==> src/rtl/uart_pkg.sv <==
// Shared UART definitions: line states, framing width and the
// clock-divider helper, used by both the transmitter and receiver.
package uart_pkg;

    typedef enum logic [1:0] {
        IDLE,
        START,
        DATA,
        STOP
    } txState_t;

    localparam int DATA_BITS = 8;
    localparam int DIV_WIDTH = 12;

    function automatic int clkDiv(input int clkFreq, input int baud);
        return clkFreq / baud;
    endfunction

endpackage

==> src/rtl/sync_fifo.sv <==
// Synchronous FIFO with a separate occupancy counter; pushes
// when full and pops when empty are ignored.
module sync_fifo #(
    parameter int WIDTH = 8,
    parameter int LOG2  = 4
) (
    input  logic             iClk,
    input  logic             iRst,
    input  logic             iPush,
    input  logic [WIDTH-1:0] iData,
    input  logic             iPop,
    output logic [WIDTH-1:0] oData,
    output logic             oFull,
    output logic             oEmpty,
    output logic [LOG2:0]    oCount
);

    localparam int DEPTH = 2 ** LOG2;
    localparam logic [LOG2:0] FULL_CNT = {1'b1, {LOG2{1'b0}}};

    logic [WIDTH-1:0] mem [DEPTH];
    logic [LOG2-1:0]  wrPtr;
    logic [LOG2-1:0]  rdPtr;
    logic [LOG2:0]    count;
    logic             doPush;
    logic             doPop;

    assign oFull  = (count == FULL_CNT);
    assign oEmpty = (count == '0);
    assign oCount = count;
    assign oData  = mem[rdPtr];
    assign doPush = iPush && !oFull;
    assign doPop  = iPop && !oEmpty;

    always_ff @(posedge iClk) begin
        if (iRst) begin
            wrPtr <= '0;
            rdPtr <= '0;
            count <= '0;
        end else begin
            if (doPush) wrPtr <= wrPtr + 1'b1;
            if (doPop)  rdPtr <= rdPtr + 1'b1;
            case ({doPush, doPop})
                2'b10:   count <= count + 1'b1;
                2'b01:   count <= count - 1'b1;
                default: count <= count;
            endcase
        end
    end

    always_ff @(posedge iClk) begin
        if (!iRst && doPush) mem[wrPtr] <= iData;
    end

endmodule

==> src/rtl/uart_tx.sv <==
// Byte-wide 8N1 UART transmitter with configurable stop bits,
// fed from a small FIFO so producers rarely stall.
module uart_tx
    import uart_pkg::*;
#(
    parameter int CLK_FREQ  = 25000000,
    parameter int BAUD      = 115200,
    parameter int CLK_DIV   = clkDiv(CLK_FREQ, BAUD),
    parameter int STOP_BITS = 1,
    parameter int FIFO_LOG2 = 4
) (
    input  logic                 iClk,
    input  logic                 iRst,
    input  logic [7:0]           iData,
    input  logic                 iValid,
    output logic                 oReady,
    output logic                 oTx,
    output logic                 oBusy,
    output logic [FIFO_LOG2:0]   oCount
);

    localparam logic [DIV_WIDTH-1:0] DIV_LOAD = DIV_WIDTH'(CLK_DIV - 1);
    localparam logic [2:0] LAST_BIT  = 3'(DATA_BITS - 1);
    localparam logic       STOP_LAST = (STOP_BITS == 2);

    txState_t             state;
    logic [DIV_WIDTH-1:0] divCnt;
    logic [2:0]           bitCnt;
    logic                 stopCnt;
    logic [7:0]           shifter;
    logic [7:0]           fifoData;
    logic                 fifoFull;
    logic                 fifoEmpty;
    logic                 fifoPop;
    logic                 bitDone;
    logic                 lastStop;

    sync_fifo #(
        .WIDTH (8),
        .LOG2  (FIFO_LOG2)
    ) fifo (
        .iClk   (iClk),
        .iRst   (iRst),
        .iPush  (iValid),
        .iData  (iData),
        .iPop   (fifoPop),
        .oData  (fifoData),
        .oFull  (fifoFull),
        .oEmpty (fifoEmpty),
        .oCount (oCount)
    );

    assign oReady   = !fifoFull;
    assign bitDone  = (divCnt == '0);
    assign lastStop = bitDone && (stopCnt == STOP_LAST);
    // Pop from idle, or straight out of the final stop bit for gapless frames
    assign fifoPop  = !fifoEmpty &&
                      (state == IDLE || (state == STOP && lastStop));

    always_ff @(posedge iClk) begin
        if (iRst) begin
            state   <= IDLE;
            divCnt  <= '0;
            bitCnt  <= '0;
            stopCnt <= 1'b0;
            shifter <= '0;
            oTx     <= 1'b1;
            oBusy   <= 1'b0;
        end else begin
            oBusy <= !fifoEmpty || (state != IDLE);
            case (state)
                IDLE: begin
                    oTx <= 1'b1;
                    if (fifoPop) begin
                        shifter <= fifoData;
                        divCnt  <= DIV_LOAD;
                        state   <= START;
                    end
                end
                START: begin
                    oTx <= 1'b0;
                    if (bitDone) begin
                        divCnt <= DIV_LOAD;
                        bitCnt <= '0;
                        state  <= DATA;
                    end else begin
                        divCnt <= divCnt - 1'b1;
                    end
                end
                DATA: begin
                    oTx <= shifter[0];
                    if (bitDone) begin
                        divCnt  <= DIV_LOAD;
                        shifter <= shifter >> 1;
                        if (bitCnt == LAST_BIT) begin
                            stopCnt <= 1'b0;
                            state   <= STOP;
                        end else begin
                            bitCnt <= bitCnt + 1'b1;
                        end
                    end else begin
                        divCnt <= divCnt - 1'b1;
                    end
                end
                STOP: begin
                    oTx <= 1'b1;
                    if (bitDone) begin
                        divCnt <= DIV_LOAD;
                        if (lastStop) begin
                            if (fifoPop) begin
                                shifter <= fifoData;
                                state   <= START;
                            end else begin
                                state <= IDLE;
                            end
                        end else begin
                            stopCnt <= 1'b1;
                        end
                    end else begin
                        divCnt <= divCnt - 1'b1;
                    end
                end
                default: state <= IDLE;
            endcase
        end
    end

endmodule
==> config.mk <==
export PLATFORM = sky130hd
export DESIGN_NAME = uart_tx
export DESIGN_NICKNAME = d
export VERILOG_FILES = /design/src/rtl/uart_pkg.sv /design/src/rtl/sync_fifo.sv /design/src/rtl/uart_tx.sv
export SDC_FILE = /design/constraint.sdc
export NUM_CORES = 1
export LEC_CHECK = 0
export ABC_AREA = 1
export CORE_ASPECT_RATIO = 1.2
export CORE_UTILIZATION = 51
export DETAILED_ROUTE_END_ITERATION = 8
export GPL_ROUTABILITY_DRIVEN = 1
export PLACE_DENSITY = 0.77
export REMOVE_ABC_BUFFERS = 1
export SLEW_MARGIN = 20
export SYNTH_ARGS = -nofsm -noshare
export SYNTH_HDL_FRONTEND = slang
export SYNTH_SLANG_ARGS = --single-unit
==> constraint.sdc <==
create_clock -name iClk -period 7.3 [get_ports iClk]
set_clock_uncertainty 0.1 [all_clocks]
set_input_delay 1.095 -clock iClk [delete_from_list [all_inputs] [get_ports iClk]]
set_output_delay 1.095 -clock iClk [all_outputs]
set_load 0.05 [all_outputs]
==> results of run 1 <==
-- cell type report --
class,count,area [sq um]
Sequential cell,173,4746
Tap cell,200,250.2
Timing Repair Buffer,20,195.2
Clock inverter,14,216.5
Multi-Input combinational cell,542,2522
Inverter,74,277.8
Fill cell,1236,5897
Clock buffer,18,429.2
-- path summary, 6_finish.rpt --
path                          start                          end  cells past startpoint  slack (ps)
max                            iRst     fifo.mem[8][6]$_DFFE_PP_                      4        3790
min          bitCnt[1]$_SDFFE_PP0P_       bitCnt[1]$_SDFFE_PP0P_                      2         360
max reg2reg  divCnt[0]$_SDFFE_PP0P_  fifo.oCount[4]$_SDFFE_PP0P_                     19        4410
min reg2reg  bitCnt[1]$_SDFFE_PP0P_       bitCnt[1]$_SDFFE_PP0P_                      2         360
-- state kept, by name, indices dropped and copies added, names as in the netlist, named ones only --
signal and count:
bitCnt 3, divCnt 12, fifo.mem 128, fifo.oCount 5
fifo.rdPtr 4, fifo.wrPtr 4, oBusy 1, oTx 1
shifter 8, state 2, stopCnt 1
-- kinds of logic after synthesis --
kind of cell | share of synthesized area
fa+ha+maj | 0.02604
flops | 0.6171
simple gates | 0.2496
xor+xnor | 0.009113
compound gates | 0.04329
buf+inv | 0.05484
-- worst register-to-register path, cell delays in order (launching register included) --
cell     delay (ps)
dfxtp_1         310
inv_1            90
ha_1            170
nand2_1         120
nor2_4          170
nand4_1         110
nand2_2         110
nand2_4          80
inv_1           190
ha_1            300
xor2_1          210
ha_1            170
inv_1            40
nand2_1          80
nand3_1         100
nor2_1          100
nor2_1           40
nand2_1          70
o21ai_0          70
a21oi_1         170
-- stage by stage --
| step | hold WS, ps | setup WS [ps] |
|---|---|---|
| 6_report | 363.8 | 3793 |
| 5_1_grt | 381.4 | 3500 |
| 4_1_cts | 363.6 | 3756 |
| 3_5_place_dp | 351.9 | 3332 |
| 3_3_place_gp | 344.0 | 3363 |
| 2_1_floorplan | 331.1 | 4247 |
-- metal layers --
layer | vias up | track usage
met4 | 0 | 0.1429
met2 | 218 | 0.3788
met5 | - | 0
li1 | 2703 | -
met3 | 54 | 0.04074
met1 | 2511 | 0.2925
-- layout by cell type (no fill, tap or decap), types with 16 or more instances in the layout --
| cell type | synthesis | routed |
|---|---|---|
| a21oi_1 | 20 | 20 |
| dfxtp_1 | 45 | 44 |
| nand2_1 | 263 | 263 |
| nor2_1 | 89 | 89 |
| clkbuf_16 | 0 | 17 |
| o21ai_0 | 30 | 30 |
| nand3_1 | 71 | 71 |
| clkdlybuf4s50_1 | 0 | 18 |
| edfxtp_1 | 128 | 128 |
| inv_1 | 71 | 71 |
| ha_1 | 16 | 16 |
-- power by group through the flow --
stage | logic (uW) | registers (uW) | clock network [uW]
2_1_floorplan | 791 | 1300 | 0
3_3_place_gp | 1150 | 1230 | 0
3_5_place_dp | 1170 | 1230 | 0
4_1_cts | 1180 | 1210 | 987
5_1_grt | 1330 | 1220 | 1020
6_report | 1180 | 1210 | 982
==> results.py, run 1 <==
metrics = {
    "logic_synthesis": {
        "synth_area_sq_um": 7689,
        "synth_commonest_cells": "263 x nand2_1, 128 x edfxtp_1, 89 x nor2_1",
        "syn_avg_cell_area_sq_um": 9.376,
        "netlist_instances": 820,
        "synthTopCellsByArea": "edfxtp_1 50%, nand2_1 13%, dfxtp_1 12%",
        "ys_async_sr_fraction": 0,
        "ys_seq_area_frac": 0.6171,
        "yosys_warnings": 0,
        "ys_types": 34,
        "synth_top_area_frac": 0.4999,
        "synth-edff-count": 128,
        "synth.most_common_cell": "nand2_1",
        "synth-main-ff-cell": "edfxtp_1",
        "yosys.area.top_type": "edfxtp_1",
        "synth-seq-cells": 173,
    },
    "power_and_ir_drop": {
        "power.clock.fraction": 0.291,
        "swShare": 0.3699,
        "p_leak_uw": 0.003534,
        "power.internal_uw": 2126,
        "power_density_nw_per_um2": 390.7,
        "combPwrFrac": 0.351,
        "power_uw": 3375,
        "peakVddDrop_v": 0.0002949,
        "seqPwrFrac": 0.358,
        "switchingPower_uw": 1248,
    },
    "place": {
        "dpl.hpwl_mm": 10.72,
        "io_buffers": 18,
        "gp_congestion": 0.8778,
        "dp_cells": 1009,
        "post_dp_cell_area_sq_um": 7991,
    },
    "final_layout": {
        "fin_cells": 1041,
        "layout-drive-gt1-share": 0.07015,
        "fin_nets": 855,
        "synthToLayoutAreaGrowth_pct": 12.34,
        "final_core_util": 0.5943,
        "design_area_sq_um": 8637,
        "n_antenna_cell": 0,
    },
    "detailed_routing": {
        "wl_met2_mm": 8.082,
        "first_pass_iters": 6,
        "wl_mm": 16.99,
        "via_count": 5486,
        "drc": 0,
        "wire_per_inst_microns": 16.32,
        "ant_nets": 0,
        "wl_met3_mm": 1.223,
        "routed_via_density": 5.270,
        "drt_iter0_drc": 362,
        "top_layer_used": "met4",
        "wl_met1_mm": 6.839,
    },
    "floorplan": {
        "die_x_microns": 114.1,
        "core-area_sq_um": 14530,
        "dieArea_sq_um": 15570,
        "rows": 48,
        "initial_core_util": 0.5290,
        "ios": 19,
        "die_h_microns": 136.5,
    },
    "sta": {
        "fin_crit_ps": 3507,
        "rsz0062_at_grt": "no",
        "setup_viol": 0,
        "final-hold-violation-count": 0,
        "worst_slew_pin_slew_ps": 987.1,
        "slew_headroom": 0.3412,
        "timing.final.crit_share": 0.4805,
        "fmax_mhz": 285.1,
        "totalNegativeSetupSlack_ps": 0,
        "slew_viol_final": 0,
    },
    "setup_path": {
        "crit_fanout": 24,
        "critPathBufInv": 2,
        "path_class": "primary input to register",
        "crit_family": "buffers and inverters",
        "cp-start-kind": "primary input",
        "crit_path_max_incr_delay_ps": 750,
        "end_kind": "register",
        "crit_chain": "clkdlybuf4s50_1 -> inv_1 -> nand3_1 -> nor2_1",
        "arrival_ps": 3460,
        "cp.required_ps": 7260,
        "slowest_stage": "inv_1",
    },
    "cts": {
        "clock_path_buffers": 2,
        "htree_levels": 4,
        "clk_latency_ps": 430,
        "cts_resized": 0,
        "ctsHoldBuffers": 0,
        "cts.sinks": 173,
        "path_clk_slew_ps": 60,
        "post-cts-setup-buffers": 0,
        "cts_tree": "yes",
        "cts_root_buf": "clkbuf_16",
        "cts_buffers": 17,
    },
    "grt": {
        "grt_max_degree": 66,
        "grt_overflow": 0,
        "antenna_found_initial": 0,
        "grt_pass1_vias": 5200,
        "grt_pass1_wl_mm": 26.86,
        "grtUsageTotal": 0.2334,
    },
    "hold_path": {
        "hold_path.class": "register to register",
    },
    "flow_run": {
        "cap_violations": 0,
    },
    "outcome": {
        "outcome": "complete, no violations",
    },
}
No activity file was read; power rests on OpenSTA's default activity.
==> run 2: changes to the inputs <==
==> constraint.sdc (replaced) <==
create_clock -name iClk -period 3.3 [get_ports iClk]
set_clock_uncertainty 0.1 [all_clocks]
set_input_delay 0.495 -clock iClk [delete_from_list [all_inputs] [get_ports iClk]]
set_output_delay 0.495 -clock iClk [all_outputs]
set_load 0.05 [all_outputs]
==> run 2 against run 1 <==
Total power up 110%. Sequential share of layout area up 0.18 points. First-iteration DRC count up 27%. Die area unchanged. Critical path depth up 14. Via count down 0.71%. Non-clock buffer count up 14. Worst hold slack better by 1.7 ps. Count of clock-buffer cells in the layout up 1. Routed wire length down 5.8%.
==> results.py, run 2 (synthesis results as in run 1) <==
metrics = {
    "outcome": {
        "outcome": "complete, no violations",
    },
    "final_layout": {
        "reg_top3": "fifo.mem: 128 flops, divCnt: 12 flops, shifter: 8 flops",
        "fin_nets": 869,
        "synthToLayoutAreaGrowth_pct": 11.98,
        "layout_common_cells": "263 x nand2_1, 128 x edfxtp_1, 89 x nor2_1",
        "regMostFlops": "fifo.mem",
        "largest_register_ffs": 128,
        "nFillCells": 1239,
        "layout_commonest_cell": "nand2_1",
        "n_antenna_cell": 0,
        "layout-drive-gt1-share": 0.07494,
    },
    "cts": {
        "post-cts-setup-buffers": 0,
        "cts.sinks": 173,
        "clk_latency_ps": 430,
        "cts_buffers": 17,
        "ctsHoldBuffers": 0,
        "clock_path_buffers": 2,
        "path_clk_slew_ps": 60,
        "htree_levels": 4,
        "cts_resized": 0,
        "cts_root_buf": "clkbuf_16",
        "cts_tree": "yes",
    },
    "sta": {
        "fin_crit_ps": 2847,
        "final-hold-violation-count": 0,
        "slew_viol_final": 0,
        "totalNegativeSetupSlack_ps": 0,
        "fmax_mhz": 351.3,
        "setup_viol": 0,
        "slew_headroom": 0.3083,
        "timing.final.crit_share": 0.8626,
        "worst_slew_pin_slew_ps": 1036,
        "rsz0062_at_grt": "no",
    },
    "power_and_ir_drop": {
        "switchingPower_uw": 2698,
        "power_density_nw_per_um2": 822.3,
        "combPwrFrac": 0.374,
        "power.clock.fraction": 0.249,
        "power.internal_uw": 4381,
        "peakVddDrop_v": 0.0007137,
        "swShare": 0.3811,
        "p_leak_uw": 0.003538,
        "power_uw": 7079,
        "seqPwrFrac": 0.377,
    },
    "detailed_routing": {
        "drt_iter0_drc": 460,
        "wl_mm": 16.01,
        "via_count": 5447,
        "ant_nets": 0,
        "first_pass_iters": 5,
        "routed_via_density": 5.168,
        "drc": 0,
        "wire_per_inst_microns": 15.19,
    },
    "floorplan": {
        "core-area_sq_um": 14530,
        "die_h_microns": 136.5,
        "initial_core_util": 0.5290,
        "ios": 19,
        "dieArea_sq_um": 15570,
        "die_x_microns": 114.1,
        "rows": 48,
    },
    "place": {
        "io_buffers": 18,
        "dpl.hpwl_mm": 10.21,
        "gp_congestion": 0.8533,
    },
    "setup_path": {
        "r2r-end": "fifo.oCount[4]$_SDFFE_PP0P_",
        "crit_path_max_incr_delay_ps": 310,
        "crit_chain": "inv_1 -> ha_1 -> nand2_1 -> nor2_4 -> nand4_1 -> nand2_2 -> nand2_4 -> inv_1 -> ha_1 -> xor2_1 -> ha_1 -> inv_1 -> nand2_1 -> nand3_1 -> o31ai_1 -> nand2_1 -> o21ai_0 -> a21oi_1",
        "critPathBufInv": 3,
        "reg2reg_depth": 18,
        "worst-path-stages": 18,
        "r2r_slack_ps": 450,
        "crit_path_start": "divCnt[0]$_SDFFE_PP0P_",
        "crit_family": "simple AND/OR/NAND/NOR gates",
        "crit_fanout": 7,
        "crit-reg2reg-launch": "divCnt[0]$_SDFFE_PP0P_",
        "cp-start-kind": "register",
        "end_kind": "register",
        "path_class": "register to register",
        "endpoint": "fifo.oCount[4]$_SDFFE_PP0P_",
        "slowest_stage": "dfxtp_1",
        "arrival_ps": 3060,
        "cp.required_ps": 3510,
    },
    "hold_path": {
        "hold_path.class": "register to register",
    },
    "grt": {
        "grt_overflow": 0,
        "antenna_found_initial": 0,
        "grt_pass1_vias": 5175,
        "grt_pass1_wl_mm": 25.42,
        "grt_max_degree": 65,
        "grtUsageTotal": 0.2209,
    },
    "flow_run": {
        "cap_violations": 0,
    },
}
## run 2: cell count changes in the layout (fill, tap and decap cells not counted)
cell        change
clkbuf_1        +1
buf_4          +14
bufinv_16       -4
clkinvlp_2      -1
clkinv_4        -4
inv_6           -2
clkinv_1        +7
clkinvlp_4      +2
## run 2: power groups by stage
stage	logic, uW	clock network [uW]	registers (uW)
floorplan	1750	0	2890
global placement	2590	0	2700
detailed placement	2640	0	2710
CTS	2660	1790	2670
global route	2980	1870	2690
finish	2650	1760	2670
## run 2: how the worst min path moves through the flow
stage	start	end	slack [ps]	cells past startpoint
3_5_place_dp	bitCnt[1]$_SDFFE_PP0P_	bitCnt[1]$_SDFFE_PP0P_	360	2
2_1_floorplan	bitCnt[1]$_SDFFE_PP0P_	bitCnt[1]$_SDFFE_PP0P_	330	2
5_1_grt	divCnt[0]$_SDFFE_PP0P_	divCnt[0]$_SDFFE_PP0P_	380	2
6_report	bitCnt[1]$_SDFFE_PP0P_	bitCnt[1]$_SDFFE_PP0P_	370	2
3_3_place_gp	bitCnt[2]$_SDFFE_PP0P_	bitCnt[2]$_SDFFE_PP0P_	350	2
4_1_cts	bitCnt[2]$_SDFFE_PP0P_	bitCnt[2]$_SDFFE_PP0P_	370	2
## run 2: worst register-to-register path: stages, from the launching register on
cell	delay, ps
dfxtp_1	310
inv_1	90
ha_1	170
nand2_1	120
nor2_4	160
nand4_1	120
nand2_2	110
nand2_4	70
inv_1	160
ha_1	280
xor2_1	230
ha_1	180
inv_1	40
nand2_1	90
nand3_1	100
o31ai_1	90
nand2_1	100
o21ai_0	140
a21oi_1	50
## run 2: metrics by stage
| step | cell area, sq um | setup WS, ps | utilization | std cells | hold slack, ps |
|---|---|---|---|---|---|
| detailed placement | 8097 | 474.7 | 0.5571 | 1023 | 358.3 |
| floorplan | 7545 | 247.2 | - | 789 | 331.1 |
| global placement | 8097 | 601.1 | 0.5571 | 1023 | 345.2 |
| finish | 8610 | 453.4 | 0.5924 | 1054 | 365.5 |
| CTS | 8610 | 450.1 | 0.5924 | 1054 | 371.5 |
| global route | 8610 | 130.5 | 0.5924 | 1054 | 384.8 |
## run 2: cell type report
cell class,instances,area (sq um),area share
Inverter,74,277.8,0.03226
Multi-Input combinational cell,542,2522,0.2930
Clock buffer,19,432.9,0.05028
Clock inverter,12,80.08,0.009301
Tap cell,200,250.2,0.02907
Sequential cell,173,4746,0.5512
Timing Repair Buffer,34,300.3,0.03488
## run 2: per-layer routing
metal,global-route usage,share of wire,vias to the layer above
met5,0,0,-
met4,0.1025,0.026,0
met3,0.03322,0.059,37
met2,0.3869,0.51,178
met1,0.2688,0.41,2511
li1,-,-,2721
==> run 3: changes to the inputs <==
--- a/config.mk
+++ b/config.mk
@@ -6,6 +6,7 @@
 export NUM_CORES = 1
 export LEC_CHECK = 0
 export ABC_AREA = 1
+export CAP_MARGIN = 20
 export CORE_ASPECT_RATIO = 1.2
 export CORE_UTILIZATION = 51
 export DETAILED_ROUTE_END_ITERATION = 8
==> results of run 3 <==
Same layout as run 2: the final DEF is identical, and so are final timing and power.
